[config.mk]
export PLATFORM = sky130hd
export DESIGN_NAME = clock_set_ctrl_flat
export DESIGN_NICKNAME = d
export VERILOG_FILES = /design/src/rtl/clock_set_if.sv /design/src/rtl/clock_set_ctrl.sv /design/src/flat_wrapper.sv
export SDC_FILE = /design/constraint.sdc
export NUM_CORES = 1
export LEC_CHECK = 0
export CAP_MARGIN = 20
export CELL_PAD_IN_SITES_DETAIL_PLACEMENT = 1
export CELL_PAD_IN_SITES_GLOBAL_PLACEMENT = 1
export CORE_MARGIN = 3
export CORE_UTILIZATION = 51
export CTS_CLUSTER_DIAMETER = 30
export DETAILED_ROUTE_END_ITERATION = 8
export PLACE_DENSITY_LB_ADDON = 0.3
export SYNTH_ARGS = -nofsm -noshare
export SYNTH_HDL_FRONTEND = slang
export SYNTH_SLANG_ARGS = --single-unit
[constraint.sdc]
create_clock -name iClk -period 5.8 [get_ports iClk]
set_clock_uncertainty 0.15 [all_clocks]
set_input_delay 1.16 -clock iClk [delete_from_list [all_inputs] [get_ports iClk]]
set_output_delay 1.16 -clock iClk [all_outputs]
set_load 0.02 [all_outputs]
[src/rtl/clock_set_if.sv]
// Button and display-control bundle between the front panel and clock_set_ctrl.
// The master drives the button inputs; the slave (controller) drives the set-mode outputs.
interface clock_set_if;
  logic       iClock_Mode;
  logic       iBtn_C;
  logic       iBtn_L;
  logic       iBtn_R;
  logic       iBtn_U;
  logic       iBtn_D;
  logic       oSet_Active;
  logic [1:0] oField;
  logic       oInc;
  logic       oDec;
  logic       oBlink_On;

  modport master (
    output iClock_Mode, iBtn_C, iBtn_L, iBtn_R, iBtn_U, iBtn_D,
    input  oSet_Active, oField, oInc, oDec, oBlink_On
  );

  modport slave (
    input  iClock_Mode, iBtn_C, iBtn_L, iBtn_R, iBtn_U, iBtn_D,
    output oSet_Active, oField, oInc, oDec, oBlink_On
  );
endinterface

[src/rtl/clock_set_ctrl.sv]
// Time-setting controller: field selection, inc/dec commands, field blink and idle timeout.
// Optional feature macro: CLOCK_SET_AUTOREPEAT_EN enables auto-repeat of a held U/D button.
module clock_set_ctrl #(
  parameter int P_REPEAT_DLY = 50_000_000,
  parameter int P_REPEAT_PER = 10_000_000,
  parameter int P_BLINK_HALF = 25_000_000,
  parameter int P_TIMEOUT    = 1_000_000_000
) (
  input logic        iClk,
  input logic        iRst,
  clock_set_if.slave bus
);
  localparam int BLINK_W = $clog2(P_BLINK_HALF + 1);
  localparam int TMO_W   = $clog2(P_TIMEOUT + 1);

  if (P_REPEAT_DLY < 1 || P_REPEAT_PER < 1 || P_BLINK_HALF < 1 || P_TIMEOUT < 1) begin : g_param_check
    $error("clock_set_ctrl: all timing parameters must be at least 1");
  end

  // State codes double as the oField encoding.
  typedef enum logic [1:0] {
    IDLE     = 2'b00,
    SET_SEC  = 2'b01,
    SET_MIN  = 2'b10,
    SET_HOUR = 2'b11
  } state_t;

  state_t               state_q, state_d;
  logic                 set_active_q, set_active_d;
  logic                 inc_q, inc_d, dec_q, dec_d;
  logic                 blink_q, blink_d;
  logic [BLINK_W-1:0]   bcnt_q, bcnt_d;
  logic [TMO_W-1:0]     tcnt_q, tcnt_d;
  logic                 u_prev_q, u_prev_d, d_prev_q, d_prev_d;
  logic                 any_btn, activity, stay_set, cmd_inc, cmd_dec;

`ifdef CLOCK_SET_AUTOREPEAT_EN
  localparam int RPT_MAX = (P_REPEAT_DLY > P_REPEAT_PER) ? P_REPEAT_DLY : P_REPEAT_PER;
  localparam int RPT_W   = $clog2(RPT_MAX + 1);
  logic [RPT_W-1:0] rpt_q, rpt_d;
  logic             armed_q, armed_d, phase_q, phase_d;
`endif

  function automatic state_t rot_left(input state_t s);
    case (s)
      SET_SEC: rot_left = SET_MIN;
      SET_MIN: rot_left = SET_HOUR;
      default: rot_left = SET_SEC;
    endcase
  endfunction

  function automatic state_t rot_right(input state_t s);
    case (s)
      SET_HOUR: rot_right = SET_MIN;
      SET_MIN:  rot_right = SET_SEC;
      default:  rot_right = SET_HOUR;
    endcase
  endfunction

  always_comb begin
    state_d  = state_q;
    tcnt_d   = '0;
    u_prev_d = bus.iBtn_U;
    d_prev_d = bus.iBtn_D;
    any_btn  = bus.iBtn_C | bus.iBtn_L | bus.iBtn_R;
    activity = any_btn | bus.iBtn_U | bus.iBtn_D;

    // Mode loss and C override everything; timeout only runs on fully idle cycles.
    if (state_q == IDLE) begin
      if (bus.iBtn_C && bus.iClock_Mode) state_d = SET_MIN;
    end else if (!bus.iClock_Mode || bus.iBtn_C) begin
      state_d = IDLE;
    end else if (bus.iBtn_L) begin
      state_d = rot_left(state_q);
    end else if (bus.iBtn_R) begin
      state_d = rot_right(state_q);
    end else if (!activity) begin
      if (tcnt_q == TMO_W'(P_TIMEOUT - 1)) state_d = IDLE;
      else                                  tcnt_d  = tcnt_q + TMO_W'(1);
    end

    stay_set = (state_q != IDLE) && (state_d != IDLE);
    cmd_inc  = stay_set && bus.iBtn_U && !u_prev_q && !bus.iBtn_D;
    cmd_dec  = stay_set && bus.iBtn_D && !d_prev_q && !bus.iBtn_U;

`ifdef CLOCK_SET_AUTOREPEAT_EN
    rpt_d   = '0;
    armed_d = 1'b0;
    phase_d = 1'b0;
    if (stay_set && (bus.iBtn_U ^ bus.iBtn_D)) begin
      if (cmd_inc || cmd_dec) begin
        armed_d = 1'b1;
      end else if (armed_q) begin
        armed_d = 1'b1;
        // A C/L/R pulse leaves the counter cleared, restarting the initial delay.
        if (!any_btn) begin
          if ((!phase_q && rpt_q == RPT_W'(P_REPEAT_DLY - 1)) ||
              ( phase_q && rpt_q == RPT_W'(P_REPEAT_PER - 1))) begin
            cmd_inc = bus.iBtn_U;
            cmd_dec = bus.iBtn_D;
            phase_d = 1'b1;
          end else begin
            rpt_d   = rpt_q + RPT_W'(1);
            phase_d = phase_q;
          end
        end
      end
    end
`endif

    inc_d        = cmd_inc;
    dec_d        = cmd_dec;
    set_active_d = (state_d != IDLE);

    if (state_d == IDLE || state_d != state_q || cmd_inc || cmd_dec) begin
      blink_d = 1'b1;
      bcnt_d  = '0;
    end else if (bcnt_q == BLINK_W'(P_BLINK_HALF - 1)) begin
      blink_d = ~blink_q;
      bcnt_d  = '0;
    end else begin
      blink_d = blink_q;
      bcnt_d  = bcnt_q + BLINK_W'(1);
    end
  end

  always_ff @(posedge iClk or posedge iRst) begin
    if (iRst) begin
      state_q      <= IDLE;
      set_active_q <= 1'b0;
      inc_q        <= 1'b0;
      dec_q        <= 1'b0;
      blink_q      <= 1'b1;
      bcnt_q       <= '0;
      tcnt_q       <= '0;
      u_prev_q     <= 1'b0;
      d_prev_q     <= 1'b0;
`ifdef CLOCK_SET_AUTOREPEAT_EN
      rpt_q        <= '0;
      armed_q      <= 1'b0;
      phase_q      <= 1'b0;
`endif
    end else begin
      state_q      <= state_d;
      set_active_q <= set_active_d;
      inc_q        <= inc_d;
      dec_q        <= dec_d;
      blink_q      <= blink_d;
      bcnt_q       <= bcnt_d;
      tcnt_q       <= tcnt_d;
      u_prev_q     <= u_prev_d;
      d_prev_q     <= d_prev_d;
`ifdef CLOCK_SET_AUTOREPEAT_EN
      rpt_q        <= rpt_d;
      armed_q      <= armed_d;
      phase_q      <= phase_d;
`endif
    end
  end

  assign bus.oField      = state_q;
  assign bus.oSet_Active = set_active_q;
  assign bus.oInc        = inc_q;
  assign bus.oDec        = dec_q;
  assign bus.oBlink_On   = blink_q;
endmodule
[src/flat_wrapper.sv]
// flat-port wrapper written by rule: the top's interface ports become plain ports
module clock_set_ctrl_flat 
#(
  parameter int P_REPEAT_DLY = 50_000_000,
  parameter int P_REPEAT_PER = 10_000_000,
  parameter int P_BLINK_HALF = 25_000_000,
  parameter int P_TIMEOUT    = 1_000_000_000
)
  (iClk, iRst, bus_iClock_Mode, bus_iBtn_C, bus_iBtn_L, bus_iBtn_R, bus_iBtn_U, bus_iBtn_D, bus_oSet_Active, bus_oField, bus_oInc, bus_oDec, bus_oBlink_On);
  clock_set_if bus_i ();
  input logic iClk;
  input logic iRst;
  input wire logic [$bits(bus_i.iClock_Mode)-1:0] bus_iClock_Mode;
  input wire logic [$bits(bus_i.iBtn_C)-1:0] bus_iBtn_C;
  input wire logic [$bits(bus_i.iBtn_L)-1:0] bus_iBtn_L;
  input wire logic [$bits(bus_i.iBtn_R)-1:0] bus_iBtn_R;
  input wire logic [$bits(bus_i.iBtn_U)-1:0] bus_iBtn_U;
  input wire logic [$bits(bus_i.iBtn_D)-1:0] bus_iBtn_D;
  output wire logic [$bits(bus_i.oSet_Active)-1:0] bus_oSet_Active;
  output wire logic [$bits(bus_i.oField)-1:0] bus_oField;
  output wire logic [$bits(bus_i.oInc)-1:0] bus_oInc;
  output wire logic [$bits(bus_i.oDec)-1:0] bus_oDec;
  output wire logic [$bits(bus_i.oBlink_On)-1:0] bus_oBlink_On;
  assign bus_i.iClock_Mode = bus_iClock_Mode;
  assign bus_i.iBtn_C = bus_iBtn_C;
  assign bus_i.iBtn_L = bus_iBtn_L;
  assign bus_i.iBtn_R = bus_iBtn_R;
  assign bus_i.iBtn_U = bus_iBtn_U;
  assign bus_i.iBtn_D = bus_iBtn_D;
  assign bus_oSet_Active = bus_i.oSet_Active;
  assign bus_oField = bus_i.oField;
  assign bus_oInc = bus_i.oInc;
  assign bus_oDec = bus_i.oDec;
  assign bus_oBlink_On = bus_i.oBlink_On;
  clock_set_ctrl #(.P_REPEAT_DLY(P_REPEAT_DLY), .P_REPEAT_PER(P_REPEAT_PER), .P_BLINK_HALF(P_BLINK_HALF), .P_TIMEOUT(P_TIMEOUT)) u_core (.iClk(iClk), .iRst(iRst), .bus(bus_i));
endmodule
# After elaboration in Yosys (flattened, before gate mapping)
# Cells that the tools add are included.
[word_totals]
register_bits = 63
input_bits = 8
[classes]
addsub = 2
muxes = 19
eq_ne = 6
n_bitwise = 5
n_reduce_logical = 22
[op_table]
columns = ["operator", "n"]
rows = [
  ["two-way mux 30 bit", 6],
  ["two-way mux 25 bit", 2],
  ["adder 30 x 1 -> 30 bit (second input constant)", 1],
  ["== test 30 bit (second input constant)", 1],
  ["adder 25 x 1 -> 25 bit (second input constant)", 1],
  ["== test 25 bit (second input constant)", 1],
  ["two-way mux 2 bit", 7],
  ["logical AND 1 bit", 8],
  ["case mux 2 bit (2 select lines)", 2],
  ["nonzero test 2 bit", 3],
  ["logical NOT 1 bit", 5],
  ["== test 2 bit (second input constant)", 2],
  ["logical NOT 2 bit", 2],
  ["logical OR 1 bit", 4],
  ["OR 1 bit", 4],
  ["== test 2 x 1 -> 1 bit (second input constant)", 1],
  ["two-way mux 1 bit", 2],
  ["!= test 2 bit", 1],
  ["inverter 1 bit", 1],
]

# Longest topological paths before layout
[depth]
ltp_word = 17
mapped_depth = 10
ltp_nobuf = 8

# Worst setup path before layout
# No wires, ideal clock.
[synth_timing]
kind = "input -> register"
startpoint = "in bus_iBtn_C"
endpoint = "reg u_core.bcnt_q[11]"
t_arrival_ns = 2.685
path_slack_ns = 2.816
cell_stages = 8
path_buffers = 2
path_cell_list = "or4_4 a311oi_1 o21ai_1 a41oi_1 o22a_2 buf_6 buf_12 nor4_1"
[synth_via]
elab_chain_len = 17
elab_cells_between_ends = 26
classes_between = "1 x eq/ne; 7 x mux; 4 x bitwise; 14 x reduce/logical"
[synth_rtl]
columns = ["element", "line", "rtl"]
rows = [
  ["start, declared", "flat_wrapper.sv:14", "input wire logic [$bits(bus_i.iBtn_C)-1:0] bus_iBtn_C;"],
  ["OR 1 bit (2 in a row)", "clock_set_ctrl.sv:65", "any_btn = bus.iBtn_C | bus.iBtn_L | bus.iBtn_R;"],
  ["OR 1 bit (2 in a row)", "clock_set_ctrl.sv:66", "activity = any_btn | bus.iBtn_U | bus.iBtn_D;"],
  ["two-way mux 2 bit", "clock_set_ctrl.sv:77", "end else if (!activity) begin"],
  ["two-way mux 2 bit", "clock_set_ctrl.sv:75", "end else if (bus.iBtn_R) begin"],
  ["two-way mux 2 bit", "clock_set_ctrl.sv:73", "end else if (bus.iBtn_L) begin"],
  ["two-way mux 2 bit", "clock_set_ctrl.sv:71", "end else if (!bus.iClock_Mode || bus.iBtn_C) begin"],
  ["two-way mux 2 bit *", "clock_set_ctrl.sv:69", "if (state_q == IDLE) begin"],
  ["nonzero test 2 bit", "clock_set_ctrl.sv:82", "stay_set = (state_q != IDLE) && (state_d != IDLE);"],
  ["logical AND 1 bit", "clock_set_ctrl.sv:82", ""],
  ["logical AND 1 bit (3 in a row)", "clock_set_ctrl.sv:83", "cmd_inc = stay_set && bus.iBtn_U && !u_prev_q && !bus.iBtn_D;"],
  ["logical OR 1 bit", "clock_set_ctrl.sv:115", "if (state_d == IDLE || state_d != state_q || cmd_inc || cmd_dec) begin"],
  ["logical OR 1 bit *", "clock_set_ctrl.sv:115", ""],
  ["two-way mux 25 bit *", "clock_set_ctrl.sv:115", ""],
  ["net u_core.bcnt_d[11]", "clock_set_ctrl.sv:32", "logic [BLINK_W-1:0] bcnt_q, bcnt_d;"],
  ["end signal, assigned", "clock_set_ctrl.sv:149", "bcnt_q <= bcnt_d;"],
  ["end, declared", "clock_set_ctrl.sv:32", ""],
]
# The timed path passes the listed nets; every way through them passes the cells marked *.
# A chain may end at the register's enable or synchronous reset.

# Worst setup path in the final report
[layout_timing]
startpoint = "in bus_iBtn_L"
endpoint = "reg u_core.bcnt_q[3]"
[layout_via]
elab_chain_len = 17
elab_cells_between_ends = 23
classes_between = "1 x eq/ne; 6 x mux; 4 x bitwise; 12 x reduce/logical"
[layout_rtl]
columns = ["element", "line", "rtl"]
rows = [
  ["start, declared", "flat_wrapper.sv:15", "input wire logic [$bits(bus_i.iBtn_L)-1:0] bus_iBtn_L;"],
  ["OR 1 bit (2 in a row)", "clock_set_ctrl.sv:65", ""],
  ["OR 1 bit (2 in a row)", "clock_set_ctrl.sv:66", ""],
  ["two-way mux 2 bit", "clock_set_ctrl.sv:77", ""],
  ["two-way mux 2 bit", "clock_set_ctrl.sv:75", ""],
  ["two-way mux 2 bit *", "clock_set_ctrl.sv:73", ""],
  ["two-way mux 2 bit *", "clock_set_ctrl.sv:71", ""],
  ["two-way mux 2 bit *", "clock_set_ctrl.sv:69", ""],
  ["nonzero test 2 bit", "clock_set_ctrl.sv:82", ""],
  ["logical AND 1 bit", "clock_set_ctrl.sv:82", ""],
  ["logical AND 1 bit (3 in a row)", "clock_set_ctrl.sv:83", ""],
  ["logical OR 1 bit", "clock_set_ctrl.sv:115", ""],
  ["logical OR 1 bit *", "clock_set_ctrl.sv:115", ""],
  ["two-way mux 25 bit *", "clock_set_ctrl.sv:115", ""],
  ["net u_core.bcnt_d[3]", "clock_set_ctrl.sv:32", ""],
]
# Marks and branches as above.

==> metrics.md <==
| Metric | Value |
|---|---|
| First-pass DRT Iterations | 4 |
| Async set or reset register ratio after synthesis | 1.00 |
| EDFF count, synth | 0 |
| Placer Congestion | 0.793 |
| Die H | 86.7 um |
| Clk Latency, worst-skew pair | 0.35 ns |
| Die Span X | 86.7 um |
| Largest family of logic cells by synthesized area | simple AND/OR/NAND/NOR gates |
| #FFs+latches synth | 63 |
| Vias in the first global route | 2783 |
| GRT Total Usage | 0.232 |
| Final hold vios | 0 |
| Num CTS Buffers | 9 |
| Initial Util | 0.545 |
| Initial antenna violation count | 0 |
| DR DRC count | 0 |
| Buffers on Ports | 13 |
| Slowest Stage Delay on Critical Path | 0.58 ns |
| Status | completed |
| GRT met1 Usage | 0.289 |
| Vias/cell | 5.95 |
| Crit-path max FO | 26 |
| Post-synthesis mux area share | 0 |
| Fin crit share | 0.628 |
| Cells along the critical path | clkdlybuf4s50_1 > or4_4 > a311oi_1 > o21ai_1 > a41oi_1 > o22a_2 > nor4_1 |
| Worst slew margin | 0.278 |
| # hold bufs at CTS | 0 |
| Max Freq | 275 MHz |
| Nets@finish | 370 |
| Routed wire per std cell | 17.7 um |
| Antenna-violating nets left | 0 |
| Worst-Margin Slew | 1.07 ns |
| M3 GR Usage | 0.0466 |
| CTS tree | done |
| Core area | 0.00610 sq mm |
| RSZ-0062 raised after global routing | false |
| Clk sinks | 63 |
| VDD IR max | 0.287 mV |
| Crit path max-delay family | compound AO/OA/AOI/OAI gates |
| Most common cell after layout, fill and taps aside | dfrtp_1 |
| First-pass GRT wire length | 13.6 mm |
| TNS Setup | 0 ns |
| Most frequent cells in the layout | dfrtp_1 (62), nor2_1 (42), xor2_1 (35), nand2_1 (24), nor4_1 (22) |
| Root Buffer | clkbuf_8 |
| CTS clk-pin slew, worst paths | 0.06 ns |
| Synth Instances | 339 |
| Netlist cell types | 41 |
| Post-DP HPWL | 4.93 mm |
| PostCTS Resize Cnt | 0 |
| Period minus WS final | 3.64 ns |
| Initial DRC Count | 90 |
| Largest net degree at the start of global routing | 64 |
| Synth Area in XOR/XNOR | 0.140 |
| DIE AREA | 0.00752 sq mm |
| Postcts setup bufs | 0 |
| Syn Nets | 353 |
| Power Dens Cells | 325 mW/mm^2 |
| Slew Viols, Final | 0 |
| Synth warn | 0 |
| Gr ovfl total | 0 |
| Crit. End Element | flip-flop |
| Synthesis-to-layout area growth | 12.2% |
| Ports | 14 |
| Met2 usage | 0.379 |
| GRT busiest layer | met2 |
| CTS H-Tree Depth | 3 |
| Crit path DAT | 3.68 ns |
| WP data required | 5.84 ns |
| Tot Pwr | 1.21 mW |
| CP Launch Type | input port |
| Setup-failing EPs final | 0 |
| # rows | 28 |
| Top FF cell, synth | dfrtp_1 |
| Crit Path Category | input port to flip-flop |
| Via count | 2593 |
| Adder-cell share of the synthesized area | 0.0226 |
| Total Wirelength | 7.73 mm |
| Avg Cell Area, Syn | 9.80 sq um |
| HP Class | flip-flop to flip-flop |
| Post-synthesis sequential area ratio | 0.475 |
| Layout cell share with drive strength beyond 1 | 0.0803 |
| Leakage | 1.46 nW |
| Max_cap viols | 0 |
| Crit-path slowest cell | or4_4 |
| Worst path bufs/invs | 1 |
| Compound-Gate Fraction of Synth Area | 0.0358 |
| N_diodes | 0 |
| Simple-gate share of the synthesized area | 0.288 |
| Mapped cell area | 0.00332 sq mm |
| CTS Buffer Depth | 2 |
## layout make-up
| type | count | area (sq um) |
|---|---|---|
| clock buffer | 13 | 159 |
| fill | 681 | 2370 |
| sequential | 63 | 1580 |
| tap | 75 | 93.8 |
| timing repair buffer | 17 | 164 |
| inverter | 12 | 45.0 |
| clock inverter | 3 | 65.1 |
| multi-input combinational | 253 | 1620 |
## sequential cells by signal (all words and copies together) (netlist names)
register                count
u_core.bus.oField           2
u_core.bus.oBlink_On        1
u_core.bus.oDec             1
u_core.u_prev_q             1
u_core.bus.oSet_Active      1
u_core.d_prev_q             1
u_core.bcnt_q              25
u_core.bus.oInc             1
u_core.tcnt_q              30
## cell usage after synthesis (6+ instances only)
cell type	count	area, sq um
nand4_1	19	119
and2_1	8	50.1
xor2_1	35	307
xnor2_1	18	158
ha_1	6	75.1
dfrtp_1	62	1550
inv_1	12	45.0
nor4_1	22	138
nand2_1	24	90.1
nand3_1	20	100
nor3_1	18	90.1
clkbuf_1	6	22.5
and3_1	7	43.8
nor2_1	42	158
## cell families (layout without fill, tap and decap cells)
kind of cell	Yosys count	in the layout
AND/OR/NAND/NOR	179	179
flip-flops	63	63
XOR/XNOR	53	53
buffers and inverters	23	45
AO/OA/AOI/OAI	15	15
adder cells (fa/ha/maj)	6	6
## through the flow
stage	utilization	instance area [sq um]	worst slack (ns)	instances	hold WS, ns
floorplan	-	3320	2.82	339	0.281
detailed placement	0.572	3490	1.85	419	0.323
CTS	0.609	3710	2.21	435	0.331
finish	0.611	3720	2.16	436	0.329
global placement	0.572	3490	1.92	419	0.297
global route	0.611	3720	2.06	436	0.362
## where the power goes
part / internal [mW] / switching (mW)
Sequential: 0.455 / 0.0163
Clock: 0.265 / 0.166
Combinational: 0.0971 / 0.210
## routing by layer
metal  vias up  wire (um)  part of all wire
met4         0        216             0.028
met1      1305       3390              0.44
met3        21        238             0.031
met5         -          0                 0
met2        43       3880              0.50
li1       1224          -                 -
## worst paths after layout
kind	from	endpoint	slack, ns	depth (start not counted)
worst max-delay path	bus_iBtn_L	u_core.bcnt_q[3]	2.16	7
worst min-delay path	u_core.bcnt_q[0]	u_core.bcnt_q[0]	0.33	1
worst max register to register	u_core.bus.oField[0]	u_core.bcnt_q[3]	2.76	9
worst min register to register	u_core.bcnt_q[0]	u_core.bcnt_q[0]	0.33	1
max in group asynchronous	iRst	u_core.tcnt_q[8]	3.76	3
min in group asynchronous	iRst	u_core.tcnt_q[4]	1.21	3
Power figures use the tool's default switching activity.
